$ cat src/rtl/mult_div_unit_pkg.sv
// Shared ISA header: instruction-field constants plus the HI/LO unit's
// operation encodings, FSM states and small decode helpers.
package mult_div_unit_pkg;

  localparam logic [5:0] FN_MFHI  = 6'h10;
  localparam logic [5:0] FN_MTHI  = 6'h11;
  localparam logic [5:0] FN_MFLO  = 6'h12;
  localparam logic [5:0] FN_MTLO  = 6'h13;
  localparam logic [5:0] FN_MULT  = 6'h18;
  localparam logic [5:0] FN_MULTU = 6'h19;
  localparam logic [5:0] FN_DIV   = 6'h1A;
  localparam logic [5:0] FN_DIVU  = 6'h1B;

  localparam logic [1:0] OP_MULT  = 2'b00;
  localparam logic [1:0] OP_MULTU = 2'b01;
  localparam logic [1:0] OP_DIV   = 2'b10;
  localparam logic [1:0] OP_DIVU  = 2'b11;

  typedef enum logic [1:0] {
    IDLE = 2'd0,
    CALC = 2'd1,
    FIX  = 2'd2,
    DONE = 2'd3
  } mdState_t;

  function automatic logic opSigned(input logic [1:0] op);
    return ~op[0];
  endfunction

  function automatic logic opIsDiv(input logic [1:0] op);
    return op[1];
  endfunction

endpackage

$ cat src/rtl/mult_div_unit.sv
// Iterative HI/LO multiply/divide unit: radix-2 shift-add multiply and
// restoring divide over one shared adder/subtractor, plus MTHI/MTLO writes.
//
// state | meaning
// IDLE  | waiting for start; MT writes accepted
// CALC  | one radix-2 step per cycle, WIDTH cycles
// FIX   | phase 0 applies sign correction, phase 1 commits hi/lo
// DONE  | done pulse, results visible; MT writes accepted
module mult_div_unit
  import mult_div_unit_pkg::*;
#(
  parameter int WIDTH = 32,
  parameter int CNT_W = 5
) (
  input  logic             clk,
  input  logic             rst_n,
  input  logic             start,
  input  logic [1:0]       op,
  input  logic [WIDTH-1:0] srcA,
  input  logic [WIDTH-1:0] srcB,
  input  logic             flush,
  input  logic             wrLo,
  input  logic             wrHi,
  input  logic [WIDTH-1:0] wrData,
  output logic             busy,
  output logic             done,
  output logic             writeLoHi,
  output logic [WIDTH-1:0] lo,
  output logic [WIDTH-1:0] hi
);

  localparam logic [CNT_W-1:0] LAST_STEP = CNT_W'(WIDTH - 1);

  mdState_t          state;
  logic [CNT_W-1:0]  cnt;
  logic              fixPh;
  logic [WIDTH-1:0]  accHi, accLo, opnd;
  logic              isDiv, negQ, negR, divZero;

  logic [WIDTH:0]    addA, addB, multSum;
  logic              addSub;
  logic [WIDTH+1:0]  addSum;
  logic              divGe;
  logic              aNeg, bNeg;
  logic [WIDTH-1:0]  absA, absB;
  logic [2*WIDTH-1:0] prodNeg;

  // Divide: carry out of shifted-remainder minus divisor means "fits".
  always_comb begin
    addA   = {1'b0, accHi};
    addB   = {1'b0, opnd};
    addSub = 1'b0;
    if (isDiv) begin
      addA   = {accHi, accLo[WIDTH-1]};
      addSub = 1'b1;
    end
    addSum  = {1'b0, addA} + {1'b0, addB ^ {(WIDTH+1){addSub}}}
            + {{(WIDTH+1){1'b0}}, addSub};
    divGe   = addSum[WIDTH+1];
    multSum = accLo[0] ? addSum[WIDTH:0] : {1'b0, accHi};
  end

  always_comb begin
    aNeg    = opSigned(op) & srcA[WIDTH-1];
    bNeg    = opSigned(op) & srcB[WIDTH-1];
    absA    = aNeg ? -srcA : srcA;
    absB    = bNeg ? -srcB : srcB;
    prodNeg = -{accHi, accLo};
  end

  assign writeLoHi = done;

  always_ff @(posedge clk or negedge rst_n) begin
    if (!rst_n) begin
      state   <= IDLE;
      cnt     <= '0;
      fixPh   <= 1'b0;
      accHi   <= '0;
      accLo   <= '0;
      opnd    <= '0;
      isDiv   <= 1'b0;
      negQ    <= 1'b0;
      negR    <= 1'b0;
      divZero <= 1'b0;
      busy    <= 1'b0;
      done    <= 1'b0;
      hi      <= '0;
      lo      <= '0;
    end else begin
      if (!busy && wrLo) lo <= wrData;
      if (!busy && wrHi) hi <= wrData;

      case (state)
        IDLE: begin
          done <= 1'b0;
          if (start && !flush) begin
            state   <= CALC;
            busy    <= 1'b1;
            cnt     <= '0;
            fixPh   <= 1'b0;
            isDiv   <= opIsDiv(op);
            negQ    <= aNeg ^ bNeg;
            negR    <= aNeg;
            divZero <= opIsDiv(op) && (srcB == '0);
            accHi   <= '0;
            accLo   <= opIsDiv(op) ? absA : absB;
            opnd    <= opIsDiv(op) ? absB : absA;
          end
        end

        CALC: begin
          if (flush) begin
            state <= IDLE;
            busy  <= 1'b0;
          end else begin
            if (isDiv) begin
              accHi <= divGe ? addSum[WIDTH-1:0] : addA[WIDTH-1:0];
              accLo <= {accLo[WIDTH-2:0], divGe};
            end else begin
              accHi <= multSum[WIDTH:1];
              accLo <= {multSum[0], accLo[WIDTH-1:1]};
            end
            cnt <= cnt + CNT_W'(1);
            if (cnt == LAST_STEP) state <= FIX;
          end
        end

        FIX: begin
          if (flush) begin
            state <= IDLE;
            busy  <= 1'b0;
          end else if (!fixPh) begin
            fixPh <= 1'b1;
            if (!isDiv) begin
              if (negQ) {accHi, accLo} <= prodNeg;
            end else begin
              // Divide-by-zero keeps the all-ones quotient regardless of sign.
              if (negQ && !divZero) accLo <= prodNeg[WIDTH-1:0];
              if (negR) accHi <= -accHi;
            end
          end else begin
            hi    <= accHi;
            lo    <= accLo;
            done  <= 1'b1;
            busy  <= 1'b0;
            state <= DONE;
          end
        end

        DONE: begin
          done  <= 1'b0;
          state <= IDLE;
        end

        default: begin
          state <= IDLE;
          busy  <= 1'b0;
          done  <= 1'b0;
        end
      endcase
    end
  end

endmodule

$ cat config.mk
export PLATFORM = sky130hd
export DESIGN_NAME = mult_div_unit
export DESIGN_NICKNAME = d
export VERILOG_FILES = /design/src/rtl/mult_div_unit_pkg.sv /design/src/rtl/mult_div_unit.sv
export SDC_FILE = /design/constraint.sdc
export NUM_CORES = 1
export LEC_CHECK = 0
export ABC_AREA = 1
export CAP_MARGIN = 10
export CELL_PAD_IN_SITES_DETAIL_PLACEMENT = 0
export CELL_PAD_IN_SITES_GLOBAL_PLACEMENT = 2
export CORE_AREA = 2 2 224 226
export CTS_BUF_LIST = sky130_fd_sc_hd__clkbuf_4
export DETAILED_ROUTE_END_ITERATION = 16
export DIE_AREA = 0 0 226 228
export PLACE_DENSITY = 0.93
export SYNTH_ARGS = -nofsm -noshare
export SYNTH_HDL_FRONTEND = slang
export SYNTH_SLANG_ARGS = --single-unit
$ cat constraint.sdc
create_clock -name clk -period 5.02 [get_ports clk]
set_input_delay 1.506 -clock clk [delete_from_list [all_inputs] [get_ports clk]]
set_output_delay 1.506 -clock clk [all_outputs]
set_load 0.005 [all_outputs]
* Yosys cells after proc, flatten, opt, wreduce, memory -nomap -nowiden
Cells that the tools add are included.
** Word-level totals
- Input port bits :: 104
- Register bits after elaboration :: 174
- Output and inout port bits :: 67
- Word-level logic and storage cells :: 118
** Cells by class
- Add/subtract/negate cells :: 7
- Bitwise gates (word level) :: 5
- Reduce and logical (&&, ||, !) cells :: 23
- Equal/unequal tests :: 15
- Multiplexer cells :: 54
** Operators by type and width (count)
- $mux 32 :: 29
- $pmux 32 s3 :: 2
- $neg 32->32 :: 3
- $mux 33 :: 2
- $neg 64->64 :: 1
- $add 33x33->34 :: 1
- $add 34x1->34 :: 1
- $xor 32x33->33 :: 1
- $logic_not 32->1 :: 1
- $ne 3x3->1 const B :: 5
- $reduce_and 7->1 :: 2
- $ne 2x2->1 const B :: 6
- $reduce_and 3->1 :: 4
- $mux 2 :: 5
- $mux 5 :: 2
- $pmux 5 s2 :: 1
- $mux 1 :: 9
- $pmux 2 s4 :: 1
- $reduce_bool 2->1 :: 3
- $add 5x1->5 const B :: 1
- $eq 5x5->1 const B :: 1
- $logic_and 1x1->1 :: 5
- $eq 2x2->1 const B :: 2
- $pmux 1 s2 :: 2
- other kinds (11) :: 14

* Depth between registers and ports, before layout
Gate-level depths: netlist of the first run.
- Depth after elaboration :: 8
- Mapped depth :: 24
- Mapped depth without buffers :: 24

* Worst setup path after synthesis of the first run
OpenSTA, ideal clock, no wires.
- Path type :: reg-to-reg
- Start point :: register isDiv
- End point :: register accHi[10]
- Data arrival time :: 3.206 ns
- Cell stages (with the launch flop) :: 20
- Path buffers :: 5
- Setup slack :: 1.697 ns
- Library setup time :: 0.117 ns
- Path through :: dfrtp_1 buf_2 buf_2 buf_1 clkbuf_1 nand2_1 o21ai_0 ha_1 a21oi_1 o21ai_0 nand2_1 nand3b_1 nor2_2 nand3_2 buf_6 or2_0 nand3_1 nand2_1 nand2_1 nand2_1
** Between the ends
- Word-level cells in the longest chain between the ends :: 8
- Elaborated cells between the ends (all ways) :: 16
- Those cells by class :: add/sub: 2; eq/ne: 2; mux: 10; bitwise: 1; reduce/logical: 1
** Ends and longest elaborated chain
- from (decl) :: line mult_div_unit.sv:38 : logic isDiv, negQ, negR, divZero;
- from (signal assigned) :: line mult_div_unit.sv:101 : isDiv <= opIsDiv(op);
- $mux 1 :: line mult_div_unit.sv:53 : if (isDiv) begin
- $xor 32x33->33 :: line mult_div_unit.sv:57 : addSum = {1'b0, addA} + {1'b0, addB ^ {(WIDTH+1){addSub}}}
- $add 33x33->34 :: line mult_div_unit.sv:57
- $add 34x1->34 :: line mult_div_unit.sv:58 : + {{(WIDTH+1){1'b0}}, addSub};
- $mux 33 or $mux 32 (tied branches) :: line mult_div_unit.sv:60, mult_div_unit.sv:117
- $mux 32 :: line mult_div_unit.sv:116 : if (isDiv) begin
- $mux 32 :: line mult_div_unit.sv:112 : if (flush) begin
- $pmux 32 s3 :: line mult_div_unit.sv:93 : case (state)
- to (signal assigned) :: line mult_div_unit.sv:117 : accHi <= divGe ? addSum[WIDTH-1:0] : addA[WIDTH-1:0];
- to (signal assigned) :: line mult_div_unit.sv:120 : accHi <= multSum[WIDTH:1];
- to (signal assigned) :: line mult_div_unit.sv:135 : if (negQ) {accHi, accLo} <= prodNeg;
- to (decl) :: line mult_div_unit.sv:37 : logic [WIDTH-1:0] accHi, accLo, opnd;
Several ways; a longest one is shown, not always the timed one. The select of a mux whose other input is x is not followed.
A chain may end at the register's enable or synchronous reset.

* Final worst setup path of the first run
- Start point :: register isDiv
- End point :: register accHi[6]
The elaborated chain is that of the path after synthesis.

==> results.json, run 1 <==
{
  "cts_tree": "built",
  "drt_wl_total_um": 72400,
  "layout.cells.non_filler": 3480,
  "fin_crit_sh_pct": 85.0,
  "post_cts_buffers": 0,
  "grt.total_usage_pct": 28.0,
  "period_minus_slack_ps": 4270,
  "avgSynthCellArea_sq_um": 6.11,
  "drt-initial-drc-count": 1684,
  "timing.rr.start": "isDiv",
  "clock-skew-final_ps": 34.1,
  "worstSetupPathType": "flop to flop",
  "place_inst": 3447,
  "synthToLayoutAreaGrowth_pct": 16.1,
  "clkSinkCount": 174,
  "cts_buffer_depth": 2,
  "yosys_warnings": 0,
  "die-area_sq_um": 51500,
  "grt_max_degree": 67,
  "ant_nets": 0,
  "final_core_util_pct": 39.0,
  "n_fill_cell": 5472,
  "clockRootBuffer": "clkbuf_4",
  "seq_area_sq_um": 4360,
  "setup_tns_ps": 0,
  "yosysUniqueCellTypes": 53,
  "synth_ff_type": "dfrtp_1",
  "cts_resized": 0,
  "whs_path_depth": 1,
  "num_rows": 82,
  "synth-edff-count": 0,
  "grt_pass1_vias": 18000,
  "worst_slack_ps": 751,
  "slew_viol_final": 0,
  "hp-class": "flop to flop",
  "clock_latency_ps": 700,
  "worstPathRequired_ps": 5610,
  "fin_nets": 2940,
  "h-tree-depth": 4,
  "path_max_fanout": 66,
  "peakVddDrop_mv": 0.549,
  "start_kind": "flop",
  "path_clk_slew_ps": 170,
  "gp_congestion": 0.959,
  "end_kind": "flop",
  "hold_violations": 0,
  "netlist_area_sq_um": 16600,
  "status": "finished, final reports clean",
  "min_to": "cnt[0]",
  "synth_seq_area_share_pct": 26.3,
  "synthArstFlopShare_pct": 100,
  "dp_hpwl_um": 57200,
  "grt-ovfl-total": 0,
  "via_count": 18900,
  "clock.fmax_ghz": 0.234,
  "rsz0062_at_grt": "false",
  "dp_slack_ps": 875,
  "syn-num-nets": 2858,
  "reg2reg_to": "accHi[6]",
  "syn_inst": 2712,
  "cts_made_buffers": 17,
  "worstMarginPinSlew_ps": 1190,
  "post_drt_wl_per_cell_um": 20.8,
  "synth-seq-cells": 174,
  "hp-start": "cnt[0]",
  "grt_pass1_wl_um": 110000,
  "worstRegToRegCells": 15,
  "antenna_found_initial": 1,
  "drc": 0,
  "relSlewSlack_pct": 20.8,
  "arrival_ps": 4860,
  "multi_input_area_sq_um": 10800,
  "ctsHoldBuffers": 0,
  "via_per_inst": 5.43,
  "io_pins": 171,
  "drive_above_1_share_pct": 4.63,
  "startpoint": "isDiv",
  "die_w_um": 226,
  "p_per_area_nw_per_um2": 797,
  "first_pass_iters": 6,
  "leakage_nw": 8.96,
  "max-cap-violations": 0,
  "port-buffer-count": 170,
  "r2r_slack_ps": 750,
  "floorplan.initialDensity_pct": 33.6,
  "die_y_um": 228,
  "core_sq_um": 49300,
  "setup_violations": 0
}
-- layout make-up --
class / instances / area share (%)
Timing Repair Buffer: 215 / 10.7
Inverter: 228 / 4.45
Clock buffer: 17 / 0.664
Sequential cell: 174 / 22.7
Antenna cell: 1 / 0.0130
Multi-Input combinational cell: 2158 / 56.0
Clock inverter: 15 / 1.11
Tap cell: 672 / 4.37
-- Yosys cell counts (34+ instances only) --
cell | count | area (sq um)
dfrtp_1 | 174 | 4350
a31oi_1 | 68 | 425
inv_1 | 215 | 807
a21oi_1 | 177 | 886
clkbuf_1 | 121 | 454
nor2_1 | 297 | 1110
nand4_1 | 35 | 219
nand2_1 | 771 | 2890
o21ai_0 | 185 | 926
xor2_1 | 102 | 893
ha_1 | 41 | 513
o211ai_1 | 34 | 255
nand3_1 | 279 | 1400
-- cells by family (layout without fill, tap and decap cells) --
kind of cell,after synthesis,in the layout,share of synthesized area (%)
flip-flops,174,174,26.3
XOR/XNOR,116,116,6.13
AND/OR/NAND/NOR,1476,1476,38.0
other,0,1,0
AO/OA/AOI/OAI,524,524,17.5
buffers and inverters,380,475,8.85
adder cells (fa/ha/maj),42,42,3.22
-- layout by cell type (no fill, tap or decap), types with 43 or more instances in the layout --
master | netlist | layout
a21oi_1 | 177 | 177
a31oi_1 | 68 | 68
buf_4 | 3 | 43
clkdlybuf4s50_1 | 0 | 169
dfrtp_1 | 174 | 173
inv_1 | 215 | 215
nand2_1 | 771 | 771
nand3_1 | 279 | 278
nor2_1 | 297 | 295
o21ai_0 | 185 | 185
xor2_1 | 102 | 102
-- critical path, stage by stage, from the launching register on --
cell	delay, ps
dfrtp_4	890
buf_12	300
xor2_1	420
ha_1	370
a21oi_1	190
o21ai_0	180
nand2_1	90
nand3b_1	100
nor2_2	440
nand3_2	350
inv_2	380
nand2_1	90
o211ai_1	140
nand2_1	80
nand2_1	70
nand2_1	60
-- power breakdown --
group	internal (W)	total, W	switching (W)
sequential	0.00207	0.00301	0.000944
clock	0.000332	0.000976	0.000644
combinational	0.00368	0.0113	0.00767
-- worst max path at each step --
stage                 to  slack, ps  cells after the start
3_3_place_gp   accLo[26]        880                     16
2_1_floorplan  accHi[10]       1700                     19
4_1_cts         accHi[6]        830                     15
3_5_place_dp    accHi[6]        870                     15
5_1_grt        accHi[28]        450                     15
6_report        accHi[6]        750                     15
-- state kept, by name, summed over array words and instances (netlist names) --
register	flops
lo	32
divZero	1
state	2
hi	32
fixPh	1
accLo	32
negR	1
accHi	32
busy	1
opnd	32
isDiv	1
done	1
negQ	1
cnt	5
-- through the flow --
stage                     hold WS [ps]  power (W)  area, sq um
after floorplan                    447     0.0101        16600
after global placement             472     0.0141        18900
after detailed placement           497     0.0142        18900
after CTS                          519     0.0152        19200
after global routing               556     0.0166        19200
final                              513     0.0153        19200
-- per-layer routing --
metal	GRT usage, %	up-vias	routed length, um
met4	9.25	0	2240
met5	0	-	0
met1	37.4	8994	31500
li1	-	9146	-
met2	47.2	663	35000
met3	2.96	100	3710
(Power assumes the default switching activity.)
==> run 2: changes to the inputs <==
- HOLD_SLACK_MARGIN: not set -> 0.12
==> results of run 2 <==
Final layout, timing and power as in run 1 (identical DEF).
==> run 3: changes to the inputs <==
--- a/config.mk
+++ b/config.mk
@@ -17,2 +17,3 @@
 export PLACE_DENSITY = 0.93
+export SETUP_SLACK_MARGIN = 0.3
 export SYNTH_ARGS = -nofsm -noshare
--- a/constraint.sdc
+++ b/constraint.sdc
@@ -3,2 +3,2 @@
 set_output_delay 1.506 -clock clk [all_outputs]
-set_load 0.005 [all_outputs]
+set_load 0.05 [all_outputs]
==> results of run 3 <==
The final DEF is identical to that of run 1. Status: finished, final reports clean.
Main changes from that run: total power 0.0153 W -> 0.0163 W
